**config.mk**
```make
export PLATFORM = sky130hd
export DESIGN_NAME = ula_ar_seq
export DESIGN_NICKNAME = d
export VERILOG_FILES = /design/src/rtl/ula_ar_seq.sv
export SDC_FILE = /design/constraint.sdc
export NUM_CORES = 1
export LEC_CHECK = 0
export CORE_MARGIN = 2
export CORE_UTILIZATION = 35
export DETAILED_ROUTE_END_ITERATION = 12
export DONT_BUFFER_PORTS = 1
export HOLD_SLACK_MARGIN = 0.08
export RECOVER_POWER = 100
export SLEW_MARGIN = 20
export SYNTH_ARGS = -nofsm -noshare
export SYNTH_HDL_FRONTEND = slang
export SYNTH_SLANG_ARGS = --single-unit
export TNS_END_PERCENT = 30
```
**constraint.sdc**
```tcl
create_clock -name CLK -period 5.7 [get_ports CLK]
set_clock_uncertainty 0.15 [all_clocks]
set_input_delay 1.14 -clock CLK [delete_from_list [all_inputs] [get_ports CLK]]
set_output_delay 1.14 -clock CLK [all_outputs]
set_load 0.05 [all_outputs]
```
**src/rtl/ula_ar_seq.sv**
```systemverilog
// ula_ar_seq -- registered arithmetic unit for the execute stage.
//
// The control unit launches an operation with START and waits for DONE.
// Single-cycle operations (add/subtract family) pass IDLE -> EXEC -> FIN.
// Multiply passes IDLE -> MUL -> FIN. Multiply runs as a shift-add
// iteration with one partial product per cycle.
// RESU and the O/C/S/Z flags are written only in FIN, or cleared on reset.
//
// Optional feature: define ULA_AR_MUL_EN to build the iterative multiplier
// (opcode 01000). When the macro is undefined, 01000 is treated as an
// illegal opcode.
//
// Ports:
//   CLK          clock, all state updates on the rising edge
//   RST          synchronous active-high reset (also aborts a multiply)
//   START        launch request, sampled only in IDLE
//   A, B, OP     operands and opcode, captured on an accepted START
//   RESU         result register, holds until the next DONE
//   O, C, S, Z   overflow / carry-borrow / sign / zero flags
//   BUSY         high in EXEC, MUL and FIN
//   DONE         one-cycle pulse when RESU and the flags update
//   ILL          high together with DONE for an unsupported opcode
module ula_ar_seq #(
    parameter int BITS  = 16,
    parameter int CNT_W = $clog2(BITS) + 1
) (
    input  logic            CLK,
    input  logic            RST,
    input  logic            START,
    input  logic [BITS-1:0] A,
    input  logic [BITS-1:0] B,
    input  logic [4:0]      OP,
    output logic [BITS-1:0] RESU,
    output logic            O,
    output logic            C,
    output logic            S,
    output logic            Z,
    output logic            BUSY,
    output logic            DONE,
    output logic            ILL
);

    localparam logic [4:0] OP_ADD  = 5'b00000;
    localparam logic [4:0] OP_ADDI = 5'b00001;
    localparam logic [4:0] OP_INC  = 5'b00011;
    localparam logic [4:0] OP_SUBD = 5'b00100;
    localparam logic [4:0] OP_SUB  = 5'b00101;
    localparam logic [4:0] OP_DEC  = 5'b00110;
    localparam logic [4:0] OP_ADC  = 5'b01001;
    localparam logic [4:0] OP_SBB  = 5'b01010;

`ifdef ULA_AR_MUL_EN
    localparam logic [4:0] OP_MUL  = 5'b01000;

    typedef enum logic [1:0] {
        IDLE = 2'd0,
        EXEC = 2'd1,
        MUL  = 2'd2,
        FIN  = 2'd3
    } state_t;
`else
    typedef enum logic [1:0] {
        IDLE = 2'd0,
        EXEC = 2'd1,
        FIN  = 2'd3
    } state_t;
`endif

    state_t            state_r;
    state_t            state_nx_s;

    // Operands captured at START acceptance
    logic [BITS-1:0]   a_r;
    logic [BITS-1:0]   b_r;
    logic [4:0]        op_r;
    logic              cin_r;

    // Result and flags waiting for the FIN commit
    logic [BITS-1:0]   res_r;
    logic              pend_o_r;
    logic              pend_c_r;
    logic              pend_ill_r;

    // Architectural outputs
    logic [BITS-1:0]   resu_r;
    logic              o_r;
    logic              c_r;
    logic              s_r;
    logic              z_r;
    logic              busy_r;
    logic              done_r;
    logic              ill_r;

    // Adder controls
    logic              sub_s;
    logic              legal_s;
    logic              cin_s;
    logic [BITS-1:0]   y_s;
    logic [BITS-1:0]   y_eff_s;
    logic [BITS:0]     sum_s;
    logic              c_flag_s;
    logic              o_flag_s;

`ifdef ULA_AR_MUL_EN
    logic [2*BITS-1:0] mcand_r;
    logic [BITS-1:0]   mplier_r;
    logic [2*BITS-1:0] prod_r;
    logic [CNT_W-1:0]  cnt_r;
    logic              mul_last_s;

    // The final MUL cycle (count == BITS) only packages the product
    assign mul_last_s = (cnt_r == CNT_W'(BITS));
`endif

    assign RESU = resu_r;
    assign O    = o_r;
    assign C    = c_r;
    assign S    = s_r;
    assign Z    = z_r;
    assign BUSY = busy_r;
    assign DONE = done_r;
    assign ILL  = ill_r;

    // Opcode decode into one shared adder.
    // Subtraction is A + ~y + cin, and borrow is the inverted carry.
    always_comb begin
        sub_s   = 1'b0;
        legal_s = 1'b1;
        cin_s   = 1'b0;
        y_s     = {BITS{1'b0}};
        case (op_r)
            OP_ADD:  begin y_s = b_r;                             cin_s = 1'b0;   end
            OP_ADDI: begin y_s = b_r;                             cin_s = 1'b1;   end
            OP_INC:  begin y_s = {BITS{1'b0}};                    cin_s = 1'b1;   end
            OP_ADC:  begin y_s = b_r;                             cin_s = cin_r;  end
            OP_SUBD: begin y_s = b_r;                sub_s = 1'b1; cin_s = 1'b0;   end
            OP_SUB:  begin y_s = b_r;                sub_s = 1'b1; cin_s = 1'b1;   end
            OP_DEC:  begin y_s = {{(BITS-1){1'b0}}, 1'b1}; sub_s = 1'b1; cin_s = 1'b1; end
            OP_SBB:  begin y_s = b_r;                sub_s = 1'b1; cin_s = ~cin_r; end
            default: begin legal_s = 1'b0; end
        endcase

        if (sub_s) begin
            y_eff_s = ~y_s;
        end else begin
            y_eff_s = y_s;
        end

        sum_s = {1'b0, a_r} + {1'b0, y_eff_s} + {{BITS{1'b0}}, cin_s};

        if (sub_s) begin
            c_flag_s = ~sum_s[BITS];
        end else begin
            c_flag_s = sum_s[BITS];
        end

        // Overflow: the effective operands have the same sign, and the result sign differs
        o_flag_s = (a_r[BITS-1] == y_eff_s[BITS-1]) && (sum_s[BITS-1] != a_r[BITS-1]);
    end

    // Next-state logic for the sequencer
    always_comb begin
        state_nx_s = state_r;
        case (state_r)
            IDLE: begin
                if (START) begin
`ifdef ULA_AR_MUL_EN
                    if (OP == OP_MUL) begin
                        state_nx_s = MUL;
                    end else begin
                        state_nx_s = EXEC;
                    end
`else
                    state_nx_s = EXEC;
`endif
                end else begin
                    state_nx_s = IDLE;
                end
            end
            EXEC: state_nx_s = FIN;
`ifdef ULA_AR_MUL_EN
            MUL: begin
                if (mul_last_s) begin
                    state_nx_s = FIN;
                end else begin
                    state_nx_s = MUL;
                end
            end
`endif
            FIN:     state_nx_s = IDLE;
            default: state_nx_s = IDLE;
        endcase
    end

    // State register plus the BUSY/DONE/ILL status outputs
    always_ff @(posedge CLK) begin
        if (RST) begin
            state_r <= IDLE;
            busy_r  <= 1'b0;
            done_r  <= 1'b0;
            ill_r   <= 1'b0;
        end else begin
            state_r <= state_nx_s;
            busy_r  <= (state_nx_s != IDLE);
            done_r  <= (state_r == FIN);
            ill_r   <= (state_r == FIN) && pend_ill_r;
        end
    end

    // Operand capture, execution, and the FIN commit of RESU and the flags
    always_ff @(posedge CLK) begin
        if (RST) begin
            a_r        <= {BITS{1'b0}};
            b_r        <= {BITS{1'b0}};
            op_r       <= 5'b00000;
            cin_r      <= 1'b0;
            res_r      <= {BITS{1'b0}};
            pend_o_r   <= 1'b0;
            pend_c_r   <= 1'b0;
            pend_ill_r <= 1'b0;
            resu_r     <= {BITS{1'b0}};
            o_r        <= 1'b0;
            c_r        <= 1'b0;
            s_r        <= 1'b0;
            z_r        <= 1'b1;
        end else begin
            case (state_r)
                IDLE: begin
                    if (START) begin
                        a_r   <= A;
                        b_r   <= B;
                        op_r  <= OP;
                        cin_r <= c_r;
                    end
                end
                EXEC: begin
                    if (legal_s) begin
                        res_r    <= sum_s[BITS-1:0];
                        pend_o_r <= o_flag_s;
                        pend_c_r <= c_flag_s;
                    end else begin
                        res_r    <= {BITS{1'b0}};
                        pend_o_r <= 1'b0;
                        pend_c_r <= 1'b0;
                    end
                    pend_ill_r <= ~legal_s;
                end
`ifdef ULA_AR_MUL_EN
                MUL: begin
                    if (mul_last_s) begin
                        res_r      <= prod_r[BITS-1:0];
                        pend_o_r   <= |prod_r[2*BITS-1:BITS];
                        pend_c_r   <= |prod_r[2*BITS-1:BITS];
                        pend_ill_r <= 1'b0;
                    end
                end
`endif
                FIN: begin
                    resu_r <= res_r;
                    o_r    <= pend_o_r;
                    c_r    <= pend_c_r;
                    s_r    <= res_r[BITS-1];
                    z_r    <= (res_r == {BITS{1'b0}});
                end
                default: begin
                    res_r <= res_r;
                end
            endcase
        end
    end

`ifdef ULA_AR_MUL_EN
    // Shift-add multiplier: one multiplier bit per cycle, then a final packaging cycle
    always_ff @(posedge CLK) begin
        if (RST) begin
            mcand_r  <= {(2*BITS){1'b0}};
            mplier_r <= {BITS{1'b0}};
            prod_r   <= {(2*BITS){1'b0}};
            cnt_r    <= {CNT_W{1'b0}};
        end else begin
            case (state_r)
                IDLE: begin
                    if (START) begin
                        mcand_r  <= {{BITS{1'b0}}, A};
                        mplier_r <= B;
                        prod_r   <= {(2*BITS){1'b0}};
                        cnt_r    <= {CNT_W{1'b0}};
                    end
                end
                MUL: begin
                    if (!mul_last_s) begin
                        if (mplier_r[0]) begin
                            prod_r <= prod_r + mcand_r;
                        end
                        mcand_r  <= {mcand_r[2*BITS-2:0], 1'b0};
                        mplier_r <= {1'b0, mplier_r[BITS-1:1]};
                        cnt_r    <= cnt_r + {{(CNT_W-1){1'b0}}, 1'b1};
                    end
                end
                default: begin
                    cnt_r <= cnt_r;
                end
            endcase
        end
    end
`endif

endmodule

```
==> results of run 1 <==
## critical path, stage by stage, from the launching register on
cell                       delay [ps]
sky130_fd_sc_hd__dfxtp_1          460
sky130_fd_sc_hd__inv_1            120
sky130_fd_sc_hd__nand2_1          140
sky130_fd_sc_hd__a21oi_1           80
sky130_fd_sc_hd__o21bai_1        1340
sky130_fd_sc_hd__xnor2_1          250
sky130_fd_sc_hd__fa_1             510
sky130_fd_sc_hd__nor2b_1          200
sky130_fd_sc_hd__o31ai_2          120
sky130_fd_sc_hd__a211oi_1         380
sky130_fd_sc_hd__o21bai_1         140
sky130_fd_sc_hd__mux2_1           350
sky130_fd_sc_hd__o22ai_2          100
## metal layers
| layer | part of all wire (%) | track usage [%] | vias to the layer above |
|---|---|---|---|
| met1 | 47 | 19.7 | 1462 |
| met4 | 1.4 | 5.15 | 0 |
| met2 | 46 | 25.0 | 75 |
| met3 | 5.6 | 5.29 | 11 |
| met5 | 0 | 0 | - |
| li1 | - | - | 1658 |
## area by class of cell
class	count	area share (%)
timing repair buffer	1	0.180
tap	140	4.20
clock inverter	5	1.53
sequential	81	38.9
multi-input combinational	386	51.5
clock buffer	10	3.30
inverter	4	0.360
## kinds of logic (layout without fill, tap and decap cells)
group                      Yosys count  count (layout)  synth area share (%)
xor gates and xnor gates            28              28                  6.23
muxes                                1               1                 0.286
DFF                                 81              81                  41.2
adders and majority gates           17              17                  5.79
AOI/OAI and AO/OA                  133             133                  20.4
buffers and inverters               34              20                  3.88
and+or+nand+nor                    207             207                  22.2
## cell usage after synthesis, types with 3 or more instances
| cell | number |
|---|---|
| sky130_fd_sc_hd__o21ai_1 | 8 |
| sky130_fd_sc_hd__buf_1 | 4 |
| sky130_fd_sc_hd__a21o_1 | 4 |
| sky130_fd_sc_hd__dfxtp_1 | 81 |
| sky130_fd_sc_hd__xnor2_1 | 8 |
| sky130_fd_sc_hd__nor3_1 | 3 |
| sky130_fd_sc_hd__buf_4 | 3 |
| sky130_fd_sc_hd__nand3_1 | 5 |
| sky130_fd_sc_hd__clkbuf_1 | 17 |
| sky130_fd_sc_hd__o31ai_1 | 3 |
| sky130_fd_sc_hd__nor2_1 | 17 |
| sky130_fd_sc_hd__nand2b_1 | 6 |
| sky130_fd_sc_hd__inv_1 | 3 |
| sky130_fd_sc_hd__xor2_1 | 20 |
| sky130_fd_sc_hd__o211ai_1 | 3 |
| sky130_fd_sc_hd__nand2_1 | 154 |
| sky130_fd_sc_hd__ha_1 | 15 |
| sky130_fd_sc_hd__o21ai_0 | 8 |
| sky130_fd_sc_hd__nor4_1 | 4 |
| sky130_fd_sc_hd__and2_1 | 4 |
| sky130_fd_sc_hd__buf_2 | 5 |
| sky130_fd_sc_hd__a21oi_1 | 80 |
## worst paths after layout
path	startpoint	to	slack [ps]	depth (start not counted)
setup / recovery	op_r[3]	res_r[14]	1270	12
hold / removal	a_r[0]	a_r[0]	300	2
setup reg to reg	op_r[3]	res_r[14]	1270	12
hold reg to reg	a_r[0]	a_r[0]	300	2
## state kept, by name, indices dropped and copies added, names as in the netlist, 2 cells and up
register and count:
b_r 16, state_r 2, RESU 16, a_r 16, op_r 5, res_r 16
## stage by stage
step | total power (uW) | utilization, % | hold WS [ps] | instances
2_1_floorplan | 819 | - | 275 | 501
4_1_cts | 1290 | 38.5 | 303 | 627
3_5_place_dp | 859 | 36.6 | 291 | 612
3_3_place_gp | 854 | 36.6 | 287 | 612
6_report | 1270 | 38.3 | 304 | 627
5_1_grt | 1350 | 38.3 | 333 | 627
## where the power goes
part	switching [uW]	internal (uW)	leakage, uW
combinational	135	86.6	0.000698
clock	214	215	0.0000989
sequential	27.3	594	0.000660
==> out/summary.log, run 1 <==
qor: run_status.run_status finished with violations
qor: run_status.violations max-capacitance violations, max-slew violations
qor: clocking.clkSinkCount 81
qor: clocking.clk_latency 360 ps
qor: route.routed_wirelength 8720 um
qor: setup_path.cp.required 5840 ps
qor: placement.detailedPlace.worstSlack 1980 ps
qor: timing.finalSetupViolCount 0
qor: final_layout.diodes 0
qor: route.drt-wirelength-per-cell 13.9 um
qor: route.final_antenna_net_count 0
qor: final_layout.area.growth.synth_to_final 5.98%
qor: pwr.leakage 0.00146 uW
qor: timing.setup_ws 1270 ps
qor: synth.ys_types 53
qor: timing.unrepaired_setup_endpoints_after_global_routing false
qor: synth.synth-async-reset-ratio 0%
qor: synth.netlist_area 3940 um2
qor: clocking.tritoncts built
qor: clocking.clk_transition_reported_paths 90 ps
qor: placement.globalplace.congestion 0.811
qor: synth.netlist_instances 501
qor: setup_path.crit_type reg2reg
qor: clocking.cts_max_path_buffers 2
qor: final_layout.multi_input_area 2150 um2
qor: flow_run.cap_viol_max_count 1
qor: synth.syn-num-nets 558
qor: final_layout.final_design_area_no_fill 4170 um2
qor: timing.final_hold_violations 0
qor: setup_path.worst_setup_end_kind register
qor: final_layout.register_area 1620 um2
qor: route.detail_route.first_pass.iterations 4
qor: synth.post_synth_main_area_contributors sky130_fd_sc_hd__dfxtp_1, sky130_fd_sc_hd__nand2_1, sky130_fd_sc_hd__a21oi_1
qor: route.route.detailed.drc 0
qor: floorplan.num_rows 38
qor: timing.fin_setup_tns 0 ps
qor: setup_path.cp_data_arrival_time 4570 ps
qor: floorplan.die-area 12100 um2
qor: clocking.post_cts_buffers 0
qor: synth.dominantRegCellSynth sky130_fd_sc_hd__dfxtp_1
qor: floorplan.ioPinCount 63
qor: global_route.wire_length_of_the_first_global_routing_pass 14600 um
qor: global_route.first_global_vias 3064
qor: route.dr.first_iter.drc_count 145
qor: timing.timing_max_transition_violations_final 18
qor: global_route.grt-ovfl-total 0
qor: floorplan.fp.coreArea 10900 um2
qor: clocking.cts_htree_levels 3
qor: global_route.grt_max_degree 71
qor: synth.syn_avg_cell_area 7.85 um2
qor: worst_hold_path.worstHoldPathType reg2reg
qor: pwr.ir_drop 0.153 mV
qor: route.viasPerCell 5.11
qor: floorplan.die_width 110 um
qor: route.num_vias 3206
qor: final_layout.layout_common_cells sky130_fd_sc_hd__nand2_1, sky130_fd_sc_hd__dfxtp_1, sky130_fd_sc_hd__a21oi_1
qor: timing.finalCriticalPeriod 4430 ps
qor: clocking.number_of_cts_inserted_buffers 9
qor: global_route.track_usage 15.6%
qor: global_route.initial_antenna_violation_count 0
qor: clocking.cts.repair.resized 0
qor: final_layout.drive_gt1_share 5.54%
qor: synth.yosysSeqAreaShare 41.2%
qor: synth.postSynthRegisterBits 81
qor: clocking.count_of_hold_buffers_inserted_by_post_cts_repair 0
qor: synth.synth_edf_count 0
qor: final_layout.final.fill_count 1116
qor: setup_path.path_max_fanout 17
qor: final_layout.layout_commonest_cell sky130_fd_sc_hd__nand2_1
qor: floorplan.floorplan.die.height 110 um
qor: timing.maxSlewHeadroom -16.7%
qor: timing.worstMarginPinSlew 1750 ps
qor: setup_path.timing.critical_path.from_type register
qor: placement.place.detailed.hpwl 6400 um
qor: floorplan.initial_core_util 36.1%
qor: synth.synth-warning-count 0
qor: placement.io_buffers 0
qor: synth.netlist.top_cell.by_area sky130_fd_sc_hd__dfxtp_1
qor: synth.share_of_the_synthesized_area_in_the_top_cell_type 41.2%
qor: pwr.power_density_over_cell_area 305 nW/um2
qor: final_layout.final_nets 540
qor: timing.timing.fmax 226 MHz
qor: timing.final_min_period_over_clock_period 77.7%
qor: placement.dpl-instance-area 3990 um2
qor: clocking.clk_root_buffer_cell sky130_fd_sc_hd__clkbuf_8
No activity file was read; power rests on OpenSTA's default activity.
==> run 2: changes to the inputs <==
==> constraint.sdc (replaced) <==
create_clock -name CLK -period 4.2 [get_ports CLK]
set_clock_uncertainty 0.15 [all_clocks]
set_input_delay 0.84 -clock CLK [delete_from_list [all_inputs] [get_ports CLK]]
set_output_delay 0.84 -clock CLK [all_outputs]
set_load 0.05 [all_outputs]
==> run 2 against run 1 <==
Compared with the run above:
- the flow still finishes with violations (max-capacitance violations, max-slew violations)
- clock power rose by 41%
- register-to-register slack got worse by 840 ps
- non-clock buffer count rose by 2
- global-route usage fell by 0.30 points
- routed wire length fell by 0.67%
- first-iteration DRC count fell by 2.1%
- clock-buffer cell count fell by 1
- flip-flop and latch count did not move
- die area did not move
- worst setup slack got worse by 840 ps
- maximum frequency rose by 18%
- critical path type unchanged
- critical endpoint unchanged
- largest power group unchanged
- highest routed layer unchanged
==> out/summary.log, run 2 (synthesis gave the netlist of run 1 again) <==
qor: setup_path.cp_data_arrival_time 3920 ps [-650 ps]
qor: run_status.run_status finished with violations
qor: timing.maxSlewHeadroom -14.0% [+2.7 points]
qor: setup_path.crit_type reg2reg
qor: global_route.first_global_vias 2968 [-3.1%]
qor: timing.timing.fmax 266 MHz [+18%]
qor: timing.unrepaired_setup_endpoints_after_global_routing false
qor: clocking.cts.repair.resized 0 [unchanged]
qor: floorplan.fp.coreArea 10900 um2 [unchanged]
qor: pwr.power.sequential.fraction 48.2% [-0.6 points]
qor: timing.finalCriticalPeriod 3770 ps [-661 ps]
qor: pwr.leakage 0.00146 uW [+0.48%]
qor: global_route.track_usage 15.3% [-0.30 points]
qor: timing.worstMarginPinSlew 1710 ps [-37.3 ps]
qor: final_layout.layout_common_cells sky130_fd_sc_hd__nand2_1, sky130_fd_sc_hd__dfxtp_1, sky130_fd_sc_hd__a21oi_1
qor: route.routed_wirelength 8660 um [-0.67%]
qor: clocking.tritoncts built
qor: clocking.post_cts_buffers 0 [unchanged]
qor: worst_hold_path.worst_hold_startpoint a_r[0]
qor: floorplan.ioPinCount 63 [unchanged]
qor: worst_hold_path.whs_endpoint a_r[0]
qor: route.final_antenna_net_count 0 [unchanged]
qor: final_layout.layout_commonest_cell sky130_fd_sc_hd__nand2_1
qor: timing.finalSetupViolCount 0 [unchanged]
qor: pwr.combPwrFrac 17.3% [about the same]
qor: route.num_vias 3187 [-0.59%]
qor: setup_path.path_max_fanout 14 [-3]
qor: floorplan.num_rows 38 [unchanged]
qor: global_route.initial_antenna_violation_count 0 [unchanged]
qor: setup_path.reg2reg_to res_r[14]
qor: floorplan.floorplan.die.height 110 um [unchanged]
qor: final_layout.final.fill_count 1139 [+2.1%]
qor: timing.timing_max_transition_violations_final 39 [+21]
qor: clocking.clk_transition_reported_paths 90 ps [about the same]
qor: timing.final_min_period_over_clock_period 89.7% [+12 points]
qor: final_layout.area.growth.synth_to_final 6.42%
qor: pwr.power_density_over_cell_area 418 nW/um2 [+37%]
qor: pwr.internal_power 1210 uW [+35%]
qor: setup_path.reg_to_reg_startpoint op_r[2]
qor: timing.final_hold_violations 0 [unchanged]
qor: clocking.clkSinkCount 81 [unchanged]
qor: floorplan.die_width 110 um [unchanged]
qor: floorplan.die-area 12100 um2 [unchanged]
qor: final_layout.drive_gt1_share 6.33% [+0.78 points]
qor: run_status.violations max-capacitance violations, max-slew violations
qor: placement.io_buffers 0 [unchanged]
qor: worst_hold_path.worstHoldPathType reg2reg
qor: timing.finalHoldWorstSlack 304 ps [-0.0500 ps]
qor: clocking.count_of_hold_buffers_inserted_by_post_cts_repair 0 [unchanged]
qor: clocking.number_of_cts_inserted_buffers 9 [unchanged]
qor: setup_path.timing.critical_path.from_type register
qor: setup_path.reg2reg_depth 13 [+1]
qor: setup_path.regToRegSetupSlack 430 ps [-840 ps]
qor: pwr.power.switching 539 uW [+43%]
qor: floorplan.initial_core_util 36.1% [unchanged]
qor: flow_run.cap_viol_max_count 1 [unchanged]
qor: worst_hold_path.hold-path-cell-count 2 [unchanged]
qor: route.viasPerCell 5.06 [-1.1%]
qor: final_layout.final_nets 542 [+0.37%]
qor: setup_path.worst_setup_end_kind register
qor: route.drt-wirelength-per-cell 13.7 um [-1.1%]
qor: pwr.ir_drop 0.299 mV [+96%]
qor: setup_path.cp.required 4350 ps [-1490 ps]
qor: route.route.detailed.drc 0 [unchanged]
qor: placement.globalplace.congestion 0.814 [+0.38%]
qor: placement.place.detailed.hpwl 6350 um [-0.88%]
qor: pwr.clockPowerShare 34.5% [+0.7 points]
qor: route.detail_route.first_pass.iterations 4 [unchanged]
qor: clocking.cts_htree_levels 3 [unchanged]
qor: final_layout.diodes 0 [unchanged]
qor: pwr.power.share.switching 30.8% [+1.2 points]
qor: timing.fin_setup_tns 0 ps [unchanged]
qor: clocking.clk_root_buffer_cell sky130_fd_sc_hd__clkbuf_8
qor: global_route.grt_max_degree 71 [unchanged]
qor: global_route.wire_length_of_the_first_global_routing_pass 14300 um [-1.5%]
qor: route.dr.first_iter.drc_count 142 [-2.1%]
qor: global_route.grt-ovfl-total 0 [unchanged]
qor: clocking.cts_max_path_buffers 2 [unchanged]
qor: clocking.clk_latency 380 ps [+20 ps]
qor: setup_path.worstSetupStartpoint op_r[2]
[run 2: final cells by class]
class | count | area [um2] | area share [%]
Sequential cell | 81 | 1620 | 38.7
Clock buffer | 9 | 124 | 2.96
Timing Repair Buffer | 3 | 18.8 | 0.448
Tap cell | 140 | 175 | 4.18
Multi-Input combinational cell | 386 | 2150 | 51.4
Clock inverter | 7 | 81.3 | 1.94
Inverter | 4 | 15.0 | 0.359
[run 2: per-stage QoR]
step	instances	power, uW	util (%)	instance area [um2]	worst slack (ps)
floorplan	501	1110	-	3940	1040
global placement	614	1160	36.7	4000	743
detailed placement	614	1170	36.8	4000	653
CTS	630	1770	38.6	4210	636
global route	630	1850	38.5	4190	138
finish	630	1750	38.5	4190	434
[run 2: per-layer routing]
layer  wire length (um)  part of all wire (%)  GRT usage [%]
met1               4110                    47           20.1
met5                  0                     0              0
met2               3940                    45           24.3
met4                120                   1.4           5.15
met3                492                   5.7           4.23
[run 2: how the worst max path moves through the flow]
stage,end,slack (ps),depth (start not counted)
6_report,res_r[14],430,13
3_5_place_dp,res_r[14],650,12
2_1_floorplan,res_r[14],1040,13
3_3_place_gp,res_r[14],740,12
4_1_cts,res_r[14],640,12
5_1_grt,res_r[14],140,12
[run 2: power groups by stage]
stage               Sequential, uW  Combinational [uW]  Clock [uW]
floorplan                      849                 263           0
global placement               860                 301           0
detailed placement             861                 305           0
CTS                            843                 308         623
global route                   850                 345         652
finish                         843                 303         604
[run 2: worst max-delay path, stage by stage, from the launching register on]
cell	delay, ps
sky130_fd_sc_hd__dfxtp_1	440
sky130_fd_sc_hd__inv_1	140
sky130_fd_sc_hd__nand3_1	150
sky130_fd_sc_hd__a21oi_1	90
sky130_fd_sc_hd__o21bai_2	660
sky130_fd_sc_hd__clkbuf_1	290
sky130_fd_sc_hd__xor2_1	120
sky130_fd_sc_hd__ha_1	380
sky130_fd_sc_hd__and3_1	210
sky130_fd_sc_hd__nand2_1	80
sky130_fd_sc_hd__a211oi_1	350
sky130_fd_sc_hd__o21bai_1	150
sky130_fd_sc_hd__mux2_1	340
sky130_fd_sc_hd__o22ai_1	140
==> run 3: changes to the inputs <==
--- a/config.mk
+++ b/config.mk
@@ -10,6 +10,7 @@
 export DETAILED_ROUTE_END_ITERATION = 12
 export DONT_BUFFER_PORTS = 1
 export HOLD_SLACK_MARGIN = 0.08
+export PLACE_DENSITY_LB_ADDON = 0.3
 export RECOVER_POWER = 100
 export SLEW_MARGIN = 20
 export SYNTH_ARGS = -nofsm -noshare
==> run 3 against run 2 <==
Compared with the run above:
- the run still ends with max-capacitance violations, max-slew violations left
- routed wire length up 2.0%
- critical path depth down 1
- utilization increased by 0.33 points
- cell area rose by 0.87%
- sequential share of layout area decreased by 0.33 points
- combinational power barely moved
- cell count down 0.16%
- first-iteration DRC count rose by 32%
- global-route usage up 0.22 points
- maximum frequency rose by 2.2%
- clock-buffer cell count unchanged
- critical endpoint unchanged
- highest routed layer unchanged
==> out/summary.log, run 3 (synthesis gave the netlist of run 1 again) <==
qor: run_status.run_status finished with violations
qor: run_status.violations max-capacitance violations, max-slew violations
qor: clocking.tritoncts built
qor: timing.setup_ws 514 ps [+79.6 ps]
qor: clocking.clk_latency 360 ps [-20 ps]
qor: timing.unrepaired_setup_endpoints_after_global_routing false
qor: setup_path.cp.required 4340 ps [about the same]
qor: timing.fin_setup_tns 0 ps [unchanged]
qor: clocking.cts.repair.resized 0 [unchanged]
qor: clocking.clk_transition_reported_paths 90 ps [about the same]
qor: placement.place.detailed.hpwl 6450 um [+1.6%]
qor: final_layout.final.fill_count 1107 [-2.8%]
qor: timing.timing_max_transition_violations_final 39 [unchanged]
qor: global_route.initial_antenna_violation_count 0 [unchanged]
qor: final_layout.diodes 0 [unchanged]
qor: global_route.track_usage 15.6% [+0.22 points]
qor: worst_hold_path.hold-path-cell-count 2 [unchanged]
qor: final_layout.multi_input_area 2160 um2 [+0.29%]
qor: route.dr.first_iter.drc_count 187 [+32%]
qor: clocking.post_cts_buffers 0 [unchanged]
qor: final_layout.layout_commonest_cell sky130_fd_sc_hd__nand2_1
qor: placement.io_buffers 0 [unchanged]
qor: floorplan.floorplan.die.height 110 um [unchanged]
qor: placement.globalplace.congestion 0.888 [+9.2%]
qor: global_route.wire_length_of_the_first_global_routing_pass 14700 um [+2.5%]
qor: final_layout.layout_common_cells sky130_fd_sc_hd__nand2_1, sky130_fd_sc_hd__dfxtp_1, sky130_fd_sc_hd__a21oi_1
qor: pwr.total_power 1840 uW [+5.2%]
qor: clocking.clk_root_buffer_cell sky130_fd_sc_hd__clkbuf_8
qor: setup_path.path_delay_family simple AND/OR/NAND/NOR gates
qor: pwr.combPwrFrac 16.5% [-0.8 points]
qor: placement.detailedPlace.worstSlack 624 ps [-28.7 ps]
qor: clocking.clkSinkCount 81 [unchanged]
qor: final_layout.postLayoutCoreUtil 38.8% [+0.33 points]
qor: pwr.internal_power 1320 uW [+9.1%]
qor: final_layout.area.growth.synth_to_final 7.34%
qor: setup_path.reg_to_reg_startpoint op_r[1]
qor: clocking.number_of_cts_inserted_buffers 9 [unchanged]
qor: setup_path.critical-path-max-stage-delay 500 ps [-160 ps]
qor: clocking.count_of_hold_buffers_inserted_by_post_cts_repair 0 [unchanged]
qor: worst_hold_path.worstHoldPathType reg2reg
qor: pwr.clockPowerShare 37.6% [+3.1 points]
qor: worst_hold_path.worst_hold_startpoint pend_c_r
qor: pwr.power.share.switching 28.2% [-2.6 points]
qor: setup_path.reg2reg_to res_r[14]
qor: timing.finalCriticalPeriod 3690 ps [-79.6 ps]
qor: flow_run.cap_viol_max_count 1 [unchanged]
qor: route.num_vias 3198 [+0.35%]
qor: setup_path.regToRegSetupSlack 510 ps [+80 ps]
qor: clocking.cts_htree_levels 3 [unchanged]
qor: route.drt-wirelength-per-cell 14.0 um [+2.1%]
qor: final_layout.register_area 1620 um2 [unchanged]
qor: setup_path.crit_type reg2reg
qor: global_route.grt_max_degree 71 [unchanged]
qor: global_route.grt-ovfl-total 0 [unchanged]
qor: route.routed_wirelength 8830 um [+2.0%]
qor: global_route.first_global_vias 3028 [+2.0%]
qor: final_layout.final_nets 542 [unchanged]
qor: clocking.cts_max_path_buffers 2 [unchanged]
qor: route.route.detailed.drc 0 [unchanged]
qor: timing.worstMarginPinSlew 1800 ps [+86.5 ps]
qor: timing.final_min_period_over_clock_period 87.8% [-1.9 points]
qor: floorplan.initial_core_util 36.1% [unchanged]
qor: setup_path.timing.critical_path.from_type register
qor: timing.maxSlewHeadroom -19.8% [-5.8 points]
qor: route.viasPerCell 5.08 [+0.50%]
qor: pwr.leakage 0.00148 uW [+0.93%]
qor: floorplan.fp.coreArea 10900 um2 [unchanged]
qor: floorplan.die-area 12100 um2 [unchanged]
qor: setup_path.worstPathCellList nand3_1 > o22a_1 > nor2_2 > nand2_1 > xnor2_1 > fa_1 > nor2b_1 > o31ai_2 > a211oi_1 > o21bai_1 > mux2_1 > o22ai_2
qor: setup_path.cp.buffers_inverters 0 [-2]
qor: setup_path.reg2reg_depth 12 [-1]
qor: route.final_antenna_net_count 0 [unchanged]
qor: timing.final_hold_violations 0 [unchanged]
qor: setup_path.crit_path_top_delay_cell sky130_fd_sc_hd__dfxtp_1
qor: setup_path.path_max_fanout 15 [+1]
qor: setup_path.cp_data_arrival_time 3820 ps [-100 ps]
qor: pwr.power.switching 519 uW [-3.6%]
qor: setup_path.worst_setup_end_kind register
qor: floorplan.num_rows 38 [unchanged]
qor: timing.timing.fmax 271 MHz [+2.2%]
qor: pwr.power.sequential.fraction 45.8% [-2.4 points]
qor: floorplan.ioPinCount 63 [unchanged]
qor: pwr.power_density_over_cell_area 436 nW/um2 [+4.3%]
qor: pwr.ir_drop 0.277 mV [-7.3%]
qor: route.detail_route.first_pass.iterations 4 [unchanged]
qor: timing.finalSetupViolCount 0 [unchanged]
qor: floorplan.die_width 110 um [unchanged]
qor: worst_hold_path.whs_endpoint pend_c_r
qor: final_layout.drive_gt1_share 6.13% [-0.19 points]
-- run 3: cell types whose count changed in the layout (fill, tap and decap cells not counted), sizes merged --
cell,before,now
inv,9,6
bufinv,1,3
clkbuf,11,12
buf,1,0
-- run 3: how the worst max path moves through the flow --
stage | cells after the start | start | slack, ps | to
after global routing | 12 | op_r[1] | 240 | res_r[14]
after floorplan | 13 | op_r[2] | 1040 | res_r[14]
final | 12 | op_r[1] | 510 | res_r[14]
after detailed placement | 12 | op_r[1] | 620 | res_r[14]
after CTS | 12 | op_r[1] | 600 | res_r[14]
after global placement | 13 | op_r[3] | 670 | res_r[7]
-- run 3: power groups by stage --
stage	clock, uW	combinational [uW]	sequential, uW
2_1_floorplan	0	263	849
3_3_place_gp	0	305	861
3_5_place_dp	0	307	862
4_1_cts	709	309	844
5_1_grt	735	346	851
6_report	693	304	844
-- run 3: routing by layer --
layer / global-route usage [%] / up-vias / routed length [um]
met5: 0 / - / 0
met4: 4.88 / 0 / 104
met3: 4.00 / 7 / 381
met2: 25.2 / 55 / 4120
met1: 20.3 / 1471 / 4220
li1: - / 1665 / -
-- run 3: final cells by class --
| cell class | instances | share of cell area [%] |
|---|---|---|
| multi-input combinational | 386 | 51.1 |
| sequential | 81 | 38.4 |
| tap | 140 | 4.15 |
| clock buffer | 9 | 2.93 |
| clock inverter | 6 | 2.73 |
| timing repair buffer | 3 | 0.355 |
| inverter | 4 | 0.355 |
-- run 3: per-stage QoR --
step / cells / hold WS [ps] / instance area, um2
finish: 629 / 300 / 4220
floorplan: 501 / 275 / 3940
CTS: 629 / 304 / 4240
global route: 629 / 327 / 4220
detailed placement: 614 / 291 / 4000
global placement: 614 / 286 / 4000
-- run 3: worst min-delay path, delay by kind of cell, from the launching register on --
kind	cells	cell delay (ps)
flip-flops	1	320
AND/OR/NAND/NOR	1	50
AO/OA/AOI/OAI	1	50
